<file path="config.mk">
export PLATFORM = sky130hd
export DESIGN_NAME = pipeline_sequencer
export DESIGN_NICKNAME = d
export VERILOG_FILES = /design/src/rtl/pipeline_sequencer.sv
export SDC_FILE = /design/constraint.sdc
export NUM_CORES = 1
export LEC_CHECK = 0
export ABC_AREA = 1
export BUFFER_PORTS_ARGS = -buffer_cell sky130_fd_sc_hd__buf_2
export CORE_ASPECT_RATIO = 1.75
export CORE_MARGIN = 5
export CORE_UTILIZATION = 48
export CTS_CLUSTER_SIZE = 8
export DETAILED_ROUTE_END_ITERATION = 6
export PLACE_DENSITY = 0.86
export SYNTH_ARGS = -nofsm -noshare
export SYNTH_HDL_FRONTEND = slang
export SYNTH_SLANG_ARGS = --single-unit
</file>
<file path="constraint.sdc">
create_clock -name Clock -period 1.7 [get_ports Clock]
set_input_delay 0 -clock Clock [delete_from_list [all_inputs] [get_ports Clock]]
set_output_delay 0 -clock Clock [all_outputs]
set_load 0.05 [all_outputs]
</file>
<file path="src/rtl/pipeline_sequencer.sv">
// Hazard and redirect controller for the 5-stage core: turns branching-unit requests and the
// data-memory busy flag into PC controls, per-stage enable/flush strobes and perf counters.

package pipeline_sequencer_pkg;

  typedef struct packed {
    logic        flush;
    logic        hold;
    logic        branch;
    logic        bypass;
    logic [31:0] PCnext;
    logic [31:0] PCcurrent;
  } branching_out_t;

endpackage

module pipeline_sequencer
  import pipeline_sequencer_pkg::*;
#(
  parameter int unsigned CNT_W = 16
) (
  input  logic                 Clock,
  input  logic                 nReset,
  input  branching_out_t       br,
  input  logic                 memBusy,
  output logic                 pcWrite,
  output logic                 pcRedirect,
  output logic [31:0]          pcTarget,
  output logic                 ifdecEn,
  output logic                 decexeEn,
  output logic                 exememEn,
  output logic                 ifdecFlush,
  output logic                 decexeFlush,
  output logic [CNT_W-1:0]     flushCount,
  output logic [CNT_W-1:0]     stallCycles
);

  typedef enum logic [1:0] {
    StRun,
    StRedirect,
    StMemWait
  } state_e;

  state_e            state_q, state_d;
  logic [CNT_W-1:0]  flush_cnt_q, flush_cnt_d;
  logic [CNT_W-1:0]  stall_cnt_q, stall_cnt_d;
  logic [31:0]       redirect_target;
  logic              hold_ok;
  logic              flush_taken;

  // JALR supplies an absolute address; everything else is PC-relative.
  assign redirect_target = br.bypass ? br.PCnext : (br.PCcurrent + br.PCnext);

  // DEC holds a bubble right after an EXE redirect, so its hold request is stale.
  assign hold_ok = br.hold && (state_q != StRedirect);

  always_comb begin
    pcWrite     = 1'b1;
    pcRedirect  = 1'b0;
    pcTarget    = '0;
    ifdecEn     = 1'b1;
    decexeEn    = 1'b1;
    exememEn    = 1'b1;
    ifdecFlush  = 1'b0;
    decexeFlush = 1'b0;
    flush_taken = 1'b0;
    state_d     = StRun;

    if (memBusy) begin
      pcWrite  = 1'b0;
      ifdecEn  = 1'b0;
      decexeEn = 1'b0;
      exememEn = 1'b0;
      state_d  = StMemWait;
    end else if (br.flush) begin
      pcRedirect  = 1'b1;
      pcTarget    = redirect_target;
      ifdecFlush  = 1'b1;
      decexeFlush = 1'b1;
      flush_taken = 1'b1;
      state_d     = StRedirect;
    end else if (hold_ok && br.branch) begin
      pcRedirect = 1'b1;
      pcTarget   = redirect_target;
      ifdecFlush = 1'b1;
    end else if (hold_ok) begin
      pcWrite     = 1'b0;
      ifdecEn     = 1'b0;
      decexeFlush = 1'b1;
    end
  end

  always_comb begin
    flush_cnt_d = flush_cnt_q;
    stall_cnt_d = stall_cnt_q;
    if (flush_taken && (flush_cnt_q != '1)) begin
      flush_cnt_d = flush_cnt_q + 1'b1;
    end
    if (!pcWrite && (stall_cnt_q != '1)) begin
      stall_cnt_d = stall_cnt_q + 1'b1;
    end
  end

  always_ff @(posedge Clock or negedge nReset) begin
    if (!nReset) begin
      state_q     <= StRun;
      flush_cnt_q <= '0;
      stall_cnt_q <= '0;
    end else begin
      state_q     <= state_d;
      flush_cnt_q <= flush_cnt_d;
      stall_cnt_q <= stall_cnt_d;
    end
  end

  assign flushCount  = flush_cnt_q;
  assign stallCycles = stall_cnt_q;

endmodule

</file>
==> results of run 1 <==
## timing repair
item                                    4_1_cts  5_1_grt
hold endpoints to repair                     36        0
buffers inserted                              4        5
hold buffers                                  3        0
endpoints found under the setup margin       41       45
resized for setup                            59      141
pin swaps                                     9       29
## power groups by stage
stage | logic, mW | clock network (mW) | registers (mW)
floorplan | 1.40 | 0 | 1.75
global placement | 2.88 | 0 | 1.16
detailed placement | 2.93 | 0 | 1.18
CTS | 3.05 | 0.894 | 1.17
global route | 3.63 | 0.924 | 1.22
finish | 3.39 | 0.883 | 1.20
## cell usage in the layout (no fill, tap or decap), drive strengths merged, types with 2 or more instances in the layout
cell type / count
buf: 213
nand3: 65
nand3b: 3
dfrtp: 34
o211ai: 5
a21oi: 24
nor2: 110
or2: 2
dlygate4sd3: 3
o21bai: 3
nor3: 9
ha: 33
nand4: 6
clkbuf: 11
nand2: 288
xor2: 28
and2: 2
nor4: 4
and3: 2
inv: 179
o21ai: 24
xnor2: 9
## final cells by class
cell class / count / area [sq um]
inverters: 179 / 679
clock buffers: 8 / 136
multi-input cells: 623 / 3770
well taps: 125 / 156
repair buffers: 219 / 1520
flip-flops and latches: 34 / 868
fillers: 786 / 2590
## kinds of logic after synthesis
group | Yosys count | synth area share (%)
buffers and inverters | 193 | 15.8
xor gates and xnor gates | 37 | 6.86
AOI/OAI and AO/OA | 60 | 7.28
DFF | 34 | 18.0
adders and majority gates | 34 | 9.16
and+or+nand+nor | 492 | 42.8
## worst paths after layout
kind	to	depth (start not counted)	from	slack, ps
worst max-delay path	stallCycles[10]	11	stallCycles[0]	-100
worst min-delay path	stallCycles[12]	5	br[67]	240
worst max register to register	stallCycles[10]	11	stallCycles[0]	-100
worst min register to register	flushCount[14]	1	flushCount[14]	480
max in group asynchronous	stallCycles[7]	2	nReset	840
min in group asynchronous	flushCount[5]	2	nReset	310
## cell usage after synthesis, types with 3 or more instances
| cell type | instances | area [sq um] |
|---|---|---|
| inv_1 | 178 | 668 |
| nand3_1 | 65 | 325 |
| dfrtp_1 | 34 | 851 |
| nor4_1 | 4 | 25.0 |
| buf_4 | 3 | 22.5 |
| o21bai_1 | 3 | 22.5 |
| nor3_1 | 8 | 40.0 |
| ha_1 | 33 | 413 |
| nand2_2 | 3 | 18.8 |
| nand4_1 | 6 | 37.5 |
| o21ai_0 | 19 | 95.1 |
| o211ai_1 | 5 | 37.5 |
| nor2_1 | 108 | 405 |
| nand3b_1 | 3 | 22.5 |
| xor2_1 | 28 | 245 |
| xnor2_1 | 9 | 78.8 |
| a21oi_1 | 24 | 120 |
| clkbuf_1 | 8 | 30.0 |
| o21ai_2 | 4 | 35.0 |
| nand2_1 | 284 | 1070 |
## worst reg2reg max path, stage by stage (launching register included)
cell and delay (ps):
dfrtp_2 400, ha_4 160, nand3_4 90, nor3_4 220
nand2_1 90, nor2_2 150, nand2_2 80, nand2_4 140
buf_6 120, nor2_4 40, nand2_2 70, xor2_1 150
## registers in the layout, summed over array words and instances, names as in the netlist
signal,cells
flushCount,16
stallCycles,16
state_q,2
## routing by layer
layer | track usage [%] | vias up | routed length, um
met4 | 19.6 | 0 | 1180
li1 | - | 3004 | -
met5 | 0 | - | 0
met3 | 4.44 | 91 | 1160
met2 | 52.4 | 272 | 9430
met1 | 24.9 | 2738 | 5850
## through the flow
| stage | total power, mW | instance area [sq um] |
|---|---|---|
| global placement | 4.05 | 6140 |
| finish | 5.47 | 7130 |
| floorplan | 3.15 | 4830 |
| detailed placement | 4.11 | 6140 |
| CTS | 5.11 | 6520 |
| global route | 5.78 | 7130 |
==> run summary, run 1 <==
In this run the worst hold path is classified as in -> reg. The cell type of the slowest stage on the worst timing path is dfrtp_2. The setup TNS after final layout came out at -620 ps. Clock-pin slew was measured on the worst setup and hold paths at 50 ps. The utilization after layout came out at 73.3%.

The maximum clock skew at final layout came out at 3.32 ps. The number of routed nets with antenna violations came out at 0. Internal power comes to 2.75 mW. The number of top-level pins is 142.

The repair_antennas step left the layout with diodes totalling 0. The cell count after placement is 1168. The flow ran to the end, but the final reports show violations.

The fmax came out at 555 MHz. The buffer levels on the longest clock path is 2. The first global-routing pass estimated 26400 um of wire. The portion of total power attributed to sequential cells is 21.9%.

The final reports fail on setup timing. Yosys mapped a number of flops with a built-in enable equal to 0. The largest delay contributor family on the critical path is simple AND/OR/NAND/NOR gates. The ratio of cells with drive above 1 in the final layout came out at 35.3%. The total half-perimeter wirelength after legalization and detailed placement is 13200 um. Sequential elements use 18.0% of the synthesized area.

The most frequent cell on the critical path is nand2_2. The netlist uses 36 different library cells. The maximum net fanout on the critical path came out at 4. The register bit count reported by yosys is 34. The portion of total power attributed to combinational logic came out at 61.9%.

Using the TritonRoute via totals, the vias-per-cell ratio works out to 5.14. Dividing the synthesized area by the synthesized cell count gives 5.56 sq um. The switching share of power is 49.7%.

The number of levels in the clock H-tree came out at 2. For this run, the leading register cell type out of synthesis is dfrtp_1. The number of DRC violations after detailed-routing iteration 0 came out at 277. For the worst setup path, the data arrival time is 2010 ps.

The analysis attributes to net switching a power of 2.72 mW. The number of global-route vias before repair is 6035. The delay contributed by the slowest stage of the critical path came out at 400 ps. The power density relative to cell area is 766 mW/mm^2. The number of nets in the final layout came out at 1167.

The number of vias in the routed layout came out at 6105. The post-synthesis to final-layout area growth is 51.0%. The max capacitance violation total came out at 0. Setup repair after global routing could not meet its margin everywhere.

The initial antenna violation count came out at 0. The number of placement rows came out at 48. The number of search-and-repair iterations in the first detailed-routing pass came out at 5. The post-placement worst setup slack came out at -258 ps.

The fraction of power consumed by the clock network is 16.1%. Routability-driven placement finished with a final weighted congestion of 0.946. At the pin with the least slew margin, the transition time is 760 ps. The final count of pins violating max slew is 0. TritonCTS built the clock tree. For this run, the total global-route usage over all layers was measured as 27.3%.

The maximum number of pins on one net before global-route repair came out at 35. The wire length after detailed routing came out at 17600 um. The total DRC errors in the routed layout came out at 0. Counting both buffers and inverters, the worst setup path holds a total of 1. The horizontal extent of the die came out at 85.0 um. The final hold violation count is 0. The number of warning messages in the yosys log came out at 0.

For this run the aggregate overflow at the end of global routing stands at 0. The number of setup violations in the final report came out at 17. After the flow finishes, the layout carries non-filler instances totaling 1188. The max-slew headroom at the worst pin came out at 49.4%. VDD sags by at most 1.25 mV. The insertion delay of the later-clocked pin in the worst-skew pair came out at 280 ps. The average wire length per cell after detail routing is 14.8 um. The y dimension of the die is 141 um. The smallest setup slack after layout is -102 ps. The endpoint kind of the worst setup timing path is a register.

The cell area that synthesis handed to floorplanning was 0.00472 sq mm. The element type at the critical path start is a register. The critical path data required time is 1910 ps. The leakage component of the power came out at 4.08 nW. The worst hold slack after final layout came out at 239 ps. The classification of the worst setup path is reg -> reg. The number of input and output port buffers inserted came out at 141.

The root buffer cell chosen for the clock tree is clkbuf_16. Traced cell by cell, the critical path runs through ha_4 > nand3_4 > nor3_4 > nand2_1 > nor2_2 > nand2_2 > nand2_4 > buf_6 > nor2_4 > nand2_2 > xor2_1. The synthesized instance count came out at 850. The number of nets produced by synthesis is 955. Once the floorplan was initialized, standard cells occupied 48.6% of the core. The async set-reset flop share out of synthesis is 100%. The die covers 0.0120 sq mm. The share of the clock period used by the worst path is 106%. The area of the core came out at 0.00973 sq mm.

The number of buffers created by CTS is 5. The total number of clock tree sinks is 34. The final critical path time including I/O delays and setup is 1800 ps.
Note: power is estimated with default switching activity, not from simulation.
==> inputs of run 2 (changes only) <==
--- a/config.mk
+++ b/config.mk
@@ -9,10 +9,10 @@
 export BUFFER_PORTS_ARGS = -buffer_cell sky130_fd_sc_hd__buf_2
 export CORE_ASPECT_RATIO = 1.75
 export CORE_MARGIN = 5
-export CORE_UTILIZATION = 48
+export CORE_UTILIZATION = 58
 export CTS_CLUSTER_SIZE = 8
 export DETAILED_ROUTE_END_ITERATION = 6
-export PLACE_DENSITY = 0.86
+export PLACE_DENSITY = 0.95
 export SYNTH_ARGS = -nofsm -noshare
 export SYNTH_HDL_FRONTEND = slang
 export SYNTH_SLANG_ARGS = --single-unit
==> constraint.sdc (replaced) <==
create_clock -name Clock -period 2.25 [get_ports Clock]
set_input_delay 0 -clock Clock [delete_from_list [all_inputs] [get_ports Clock]]
set_output_delay 0 -clock Clock [all_outputs]
set_load 0.05 [all_outputs]
==> run 2 against run 1 <==
Worst hold slack lost 220 ps. The flow now finishes without violations. Critical endpoint is now pcTarget[28]. Wire length is 14% lower. Final cell count decreased by 9.0%.
==> run summary, run 2 (synthesis gave the netlist of run 1 again) <==
The number of search-and-repair iterations in the first detailed-routing pass is 5 (unchanged). The insertion delay of the later-clocked pin in the worst-skew pair is 280 ps (about the same). The area of the core is 0.00796 sq mm (-18%). The maximum net fanout on the critical path is 4 (unchanged).

The max capacitance violation total came out at 0 (unchanged). The number of input and output port buffers inserted came to 141 (unchanged). The largest individual stage delay along the critical path comes from the cell fa_1. The ratio of cells with drive above 1 in the final layout is 17.2% (-18 points). The combined flip-flop and latch cell area is 851 sq um (-2.0%).

The initial antenna violation count came out at 0 (unchanged). The placed cell area came out at 0.00552 sq mm (-10%). The initial standard-cell utilization of the core is 59.3% (+11 points). The clock-pin slew reported for the worst setup and hold paths after clock tree synthesis is 50 ps (about the same). The min-delay analysis places its worst path in the category in -> reg. Setup repair after global routing left no endpoint under its margin. The number of inserted diodes came to 0 (unchanged). Leaving out fill and tap cells, the most frequent cells in the layout are 284 x nand2_1, 176 x inv_1, 141 x buf_2. The number of vias in the routed layout came out at 5657 (-7.3%). The worst IR drop on VDD is 0.971 mV (-22%). The post-route cell area came out at 0.00571 sq mm (-20%).

The maximum number of pins on one net before global-route repair came out at 58 (+66%). The max-slew headroom at the worst pin was 48.8% (-0.59 points). The library cell used most frequently in the layout, excluding fill and tap cells, is nand2_1. The final hold violation count is 0 (unchanged). The buffer and inverter count on the worst path was 4 (+3). The worst setup path is of the in -> out kind. The number of buffers created by CTS came out at 5 (unchanged). The buffer levels on the longest clock path came to 2 (unchanged). The number of top-level pins is 142 (unchanged). The delay contributed by the slowest stage of the critical path is 380 ps (-20 ps). The overall die area came out at 0.0101 sq mm (-16%). The post-synthesis to final-layout area growth came out at 20.8%.

The number of levels in the clock H-tree is 2 (unchanged). The maximum clock skew at final layout is 4.45 ps (+1.13 ps). On the critical path the largest part of the delay comes from simple AND/OR/NAND/NOR gates.

The number of placement rows came out at 43 (-10%). The run finished with clean final reports. The number of vias per cell after detailed routing was 5.23 (+1.8%). The number of nets in the final layout is 1095 (-6.2%).

The total DRC errors in the routed layout is 0 (unchanged). The arrival time reported for the critical path endpoint is 2050 ps (+40 ps). The tree is rooted in a clkbuf_16. Counting stages on the worst path, the most repeated cell is nand3_1. The number of setup violations in the final report was 0 (-17).

The horizontal extent of the die is 78.2 um (-8.0%). The final count of pins violating max slew was 0 (unchanged). The slew at the pin with the worst max-slew slack came out at 768 ps (+8.86 ps).

The average wire length per cell after detail routing came to 14.1 um (-5.0%). The aggregate global-route resource usage is 29.8% (+2.5 points). The filler cell count in the final layout is 739 (-6.0%). The number of global-route vias before repair is 5433 (-10%). The total number of clock tree sinks came out at 34 (unchanged). The utilization after layout came to 71.7% (-1.7 points). The total half-perimeter wirelength after legalization and detailed placement came out at 12500 um (-5.5%). The power density relative to cell area came out at 634 mW/mm^2 (-17%). The area of the multi-input gates is 0.00313 sq mm (-17%). TritonCTS built the clock tree. The worst setup path is captured at an output pin. The wire length of the first global-routing pass is 24100 um (-8.9%). The count of buffers added by post-CTS timing repair for setup is 0 (-4).

The y dimension of the die is 129 um (-8.4%). The wire length after detailed routing is 15200 um (-14%). The last weighted congestion value of the routability-driven placer came to 1.07 (+14%). The setup TNS after final layout came out at 0 ps (+620 ps). The total power consumption of the routed design is 3.62 mW (-34%). The total global routing overflow was 0 (unchanged).

The number of routed nets with antenna violations is 0 (unchanged). Of the available clock period, the critical path in the final layout requires 91.2%. The critical path data required time is 2250 ps (+340 ps). The leakage component of the power came out at 3.65 nW (-10%). The fmax is 487 MHz. The signal on the critical path passes through buf_2 > ha_1 > inv_1 > fa_1 > inv_1 > nand3_1 > nand3_1 > nand3_1 > nand3_1 > nand2_1 > a21oi_1 > nor2_1 > nor2_1 > buf_2. The final critical path time including I/O delays and setup came out at 2050 ps. STA classifies the critical path startpoint as a primary input.

The number of DRC violations after detailed-routing iteration 0 is 389 (+40%).
## run 2: cell count changes in the layout (fill, tap and decap cells not counted), sizes merged
cell         change
buf             -68
bufinv           +1
clkbuf           -6
clkinv           +3
clkinvlp         +1
dlygate4sd3      -1
inv              -2
## run 2: worst paths after layout
path,from,endpoint,slack [ps],cells after the start
worst max-delay path,br[32],pcTarget[28],200,14
worst min-delay path,br[67],state_q[0],20,3
worst max register to register,stallCycles[0],stallCycles[7],370,12
worst min register to register,flushCount[14],flushCount[14],500,1
max in group asynchronous,nReset,flushCount[14],1430,2
min in group asynchronous,nReset,stallCycles[11],320,2
## run 2: metal layers
layer | vias up | GRT usage [%] | wire [um]
met3 | 69 | 3.89 | 954
li1 | 2871 | - | -
met1 | 2471 | 28.6 | 5140
met4 | 0 | 20.9 | 1040
met5 | - | 0 | 0
met2 | 246 | 57.4 | 8090
## run 2: area by class of cell
type	count	share of cell area [%]
multi-input combinational	623	54.9
clock inverter	3	0.702
tap	90	1.97
inverter	179	11.9
sequential	34	14.9
clock buffer	5	2.19
timing repair buffer	147	13.5
## run 2: where the power goes
part,leakage (nW),total [mW],switching (mW),internal (mW)
clock network,0.0836,0.772,0.255,0.518
logic,3.15,1.95,1.40,0.543
registers,0.422,0.897,0.162,0.735
total,3.65,3.62,1.82,1.80
## run 2: worst register-to-register path, cell delays in order, from the launching register on
cell and delay, ps:
dfrtp_1 430, ha_1 200, nand3_1 130, nor3_2 210
nand2_1 90, nor2_2 140, nand2_2 80, nand2_4 140
inv_4 100, nand2_2 90, nor2_1 50, nand2_1 60
nand2_1 50
## run 2: timing repair
| item | 4_1_cts | 5_1_grt |
|---|---|---|
| hold buffers | 2 | 0 |
| endpoints found under the hold margin | 36 | 0 |
| setup endpoints to repair | 0 | 2 |
| resized for setup | 0 | 1 |
## run 2: stage by stage
stage | setup WS, ps | hold slack, ps | instances
global placement | 263 | 107 | 1071
finish | 198 | 22.6 | 1081
CTS | 131 | 16.5 | 1081
detailed placement | 230 | 110 | 1071
floorplan | 179 | -296 | 850
global route | 27.6 | 42.0 | 1081
==> inputs of run 3 (changes only) <==
--- a/config.mk
+++ b/config.mk
@@ -13,6 +13,8 @@
 export CTS_CLUSTER_SIZE = 8
 export DETAILED_ROUTE_END_ITERATION = 6
 export PLACE_DENSITY = 0.95
+export REMOVE_ABC_BUFFERS = 1
+export SKIP_LAST_GASP = 1
 export SYNTH_ARGS = -nofsm -noshare
 export SYNTH_HDL_FRONTEND = slang
 export SYNTH_SLANG_ARGS = --single-unit
==> run 3 against run 2 <==
Clock skew grew 1.0 ps. Flip-flop and latch count stayed put. Clock-buffer cell count rose by 2. Setup slack better by 32 ps. Wire length shrank 0.85%. Via count rose by 1.7%. First-iteration DRC count down 32%. Core utilization decreased by 0.19 points. Critical endpoint is now pcTarget[8]. Highest routed layer unchanged.
==> run summary, run 3 (synthesis gave the netlist of run 1 again) <==
The worst IR drop on VDD came out at 0.962 mV (-0.97%). The maximum clock skew at final layout was 5.45 ps (+1.00 ps). Leaving out fill and tap cells, the most frequent cell in the layout is nand2_1. The number of placement rows is 43 (unchanged). In this run the most critical hold path is launched from br[67].

The number of search-and-repair iterations in the first detailed-routing pass came to 6 (+1). The cell count after placement came out at 1071 (unchanged). The share of the clock period used by the worst path came out at 89.8% (-1.4 points). The number of setup violations in the final report came out at 0 (unchanged). The critical path data required time came out at 2250 ps (about the same).

The flow ran to the end, and the final reports show no timing, DRC or antenna violations. The portion of total power attributed to sequential cells came out at 25.5% (+0.7 points). The horizontal extent of the die is 78.2 um (unchanged).

The number of vias per cell after detailed routing is 5.32 (+1.7%). The arrival time reported for the critical path endpoint came out at 2020 ps (-30 ps). The final hold violation count is 0 (unchanged). The filler cell count in the final layout is 750 (+1.5%).

The wire length after detailed routing came out at 15100 um (-0.85%). The worst hold path cell count was 3 (unchanged). The number of vias in the routed layout came out at 5752 (+1.7%). The slew at the pin with the worst max-slew slack is 739 ps (-28.9 ps). The initial standard-cell utilization of the core is 59.3% (unchanged). The power density relative to cell area is 622 mW/mm^2 (-1.9%). The number of buffers created by CTS was 5 (unchanged). The worst hold path terminates at state_q[0]. The fraction of power consumed by the clock network was 19.5% (-1.9 points). The number of top-level pins came out at 142 (unchanged). The endpoint identified for the worst register-to-register timing path is stallCycles[7]. The buffer levels on the longest clock path is 2 (unchanged).

The total DRC errors in the routed layout came out at 0 (unchanged). The clock-pin slew reported for the worst setup and hold paths after clock tree synthesis came out at 50 ps (about the same). The setup TNS after final layout is 0 ps (unchanged).

The total half-perimeter wirelength after legalization and detailed placement is 12500 um (+0.43%). The max capacitance violation total is 0 (unchanged). The switching share of power came to 51.4% (+1.1 points).

The maximum number of pins on one net before global-route repair is 58 (unchanged). The insertion delay of the later-clocked pin in the worst-skew pair is 280 ps (about the same). The number of global-route vias before repair came out at 5512 (+1.5%). The area of the core came to 0.00796 sq mm (unchanged). The initial antenna violation count is 0 (unchanged). The classification of the worst setup path is in -> out.

The tree is rooted in a clkbuf_16. The final instance count without filler cells is 1081 (unchanged). The number of inserted diodes is 0 (unchanged).

The internal portion of total power came out at 1.72 mW (-4.3%). Compared with the post-synthesis result, the final layout area differs by 20.5%. The tightest min-delay check is of the in -> reg type. The total global routing overflow is 0 (unchanged). TritonCTS built the clock tree. The final critical path time including I/O delays and setup came out at 2020 ps (-32.3 ps). The number of DRC violations after detailed-routing iteration 0 is 266 (-32%). The number of input and output port buffers inserted came to 141 (unchanged).

In this run the critical register-to-register path is launched from stallCycles[0]. The number of levels in the clock H-tree was 2 (unchanged). The worst setup path is captured at an output pin.

Setup repair after global routing left no endpoint under its margin. The max-slew headroom at the worst pin came out at 50.7% (+1.9 points). The leakage component of the power came out at 3.64 nW (-0.30%). The average wire length per cell after detail routing is 14.0 um (-0.85%). The switching power of the nets came out at 1.82 mW (about the same). The wire length of the first global-routing pass came to 24200 um (+0.54%). STA classifies the critical path startpoint as a primary input. The fmax came out at 495 MHz (+1.6%). The total number of clock tree sinks is 34 (unchanged).

The y dimension of the die is 129 um (unchanged). The ratio of cells with drive above 1 in the final layout came out at 17.2% (unchanged). The number of routed nets with antenna violations came out at 0 (unchanged). The maximum net fanout on the critical path came out at 4 (unchanged). The aggregate global-route resource usage came to 30.1% (+0.29 points). The top cell types in the final layout, fill and taps aside, are 284 x nand2_1, 175 x inv_1, 140 x buf_2. The number of nets in the final layout is 1095 (unchanged). The final count of pins violating max slew came to 0 (unchanged). The overall die area is 0.0101 sq mm (unchanged).

The last weighted congestion value of the routability-driven placer came to 0.965 (-10%). The portion of total power attributed to combinational logic came out at 55.1% (+1.3 points). The count of buffers added by post-CTS timing repair for setup came out at 0 (unchanged). The path depth of the worst reg2reg path came to 12 (unchanged). The setup slack of the most critical reg-to-reg path is 320 ps (-50 ps).

The total power consumption of the routed design came out at 3.54 mW (-2.1%).
-- run 3: worst max-delay path, stage by stage --
cell	delay (ps)
buf_2	90
ha_1	190
inv_1	70
fa_1	400
inv_2	130
nand3_1	80
nand3_1	140
nand2_1	70
nand2_1	70
inv_1	50
or2_2	260
nand3_1	70
o211ai_1	80
inv_1	60
buf_2	250
-- run 3: how the worst max path moves through the flow --
stage | from | to | slack (ps)
after floorplan | memBusy | pcTarget[13] | -910
after global placement | br[32] | pcTarget[8] | 220
after detailed placement | br[32] | pcTarget[8] | 190
after CTS | state_q[0] | pcTarget[27] | 80
after global routing | state_q[0] | pcTarget[14] | 40
final | br[32] | pcTarget[8] | 230
-- run 3: area by class of cell --
class | instances | area, sq um | share of cell area [%]
Timing Repair Buffer | 147 | 771 | 13.5
Clock buffer | 7 | 143 | 2.51
Multi-Input combinational cell | 623 | 3130 | 55.0
Inverter | 179 | 678 | 11.9
Sequential cell | 34 | 851 | 14.9
Tap cell | 90 | 113 | 1.98
Clock inverter | 1 | 5.00 | 0.0879
-- run 3: per-layer routing --
metal / routed length [um] / vias up / track usage, %
li1: - / 2865 / -
met1: 4900 / 2556 / 26.6
met2: 8080 / 257 / 59.4
met3: 1020 / 74 / 4.87
met4: 1100 / 0 / 22.0
met5: 0 / - / 0
-- run 3: through the flow --
| step | hold slack [ps] | area, sq um | worst slack [ps] | util, % |
|---|---|---|---|---|
| 5_1_grt | 48.4 | 5690 | 40.4 | 71.5 |
| 2_1_floorplan | -296 | 4650 | -907 | - |
| 3_3_place_gp | 99.6 | 5520 | 216 | 69.3 |
| 6_report | 26.3 | 5690 | 230 | 71.5 |
| 4_1_cts | 12.5 | 5690 | 83.6 | 71.4 |
| 3_5_place_dp | 97.8 | 5520 | 187 | 69.3 |
-- run 3: power groups by stage --
stage / clock (mW) / combinational, mW / sequential (mW)
after floorplan: 0 / 1.00 / 1.29
after global placement: 0 / 1.89 / 0.894
after detailed placement: 0 / 1.93 / 0.899
after CTS: 0.688 / 1.95 / 0.898
after global routing: 0.720 / 2.12 / 0.926
final: 0.689 / 1.95 / 0.901
-- run 3: what timing repair did --
action / CTS / global route
endpoints found under the hold margin: 36 / 0
gates resized for setup: 0 / 3
setup endpoints to repair: 0 / 7
hold buffers: 2 / 0
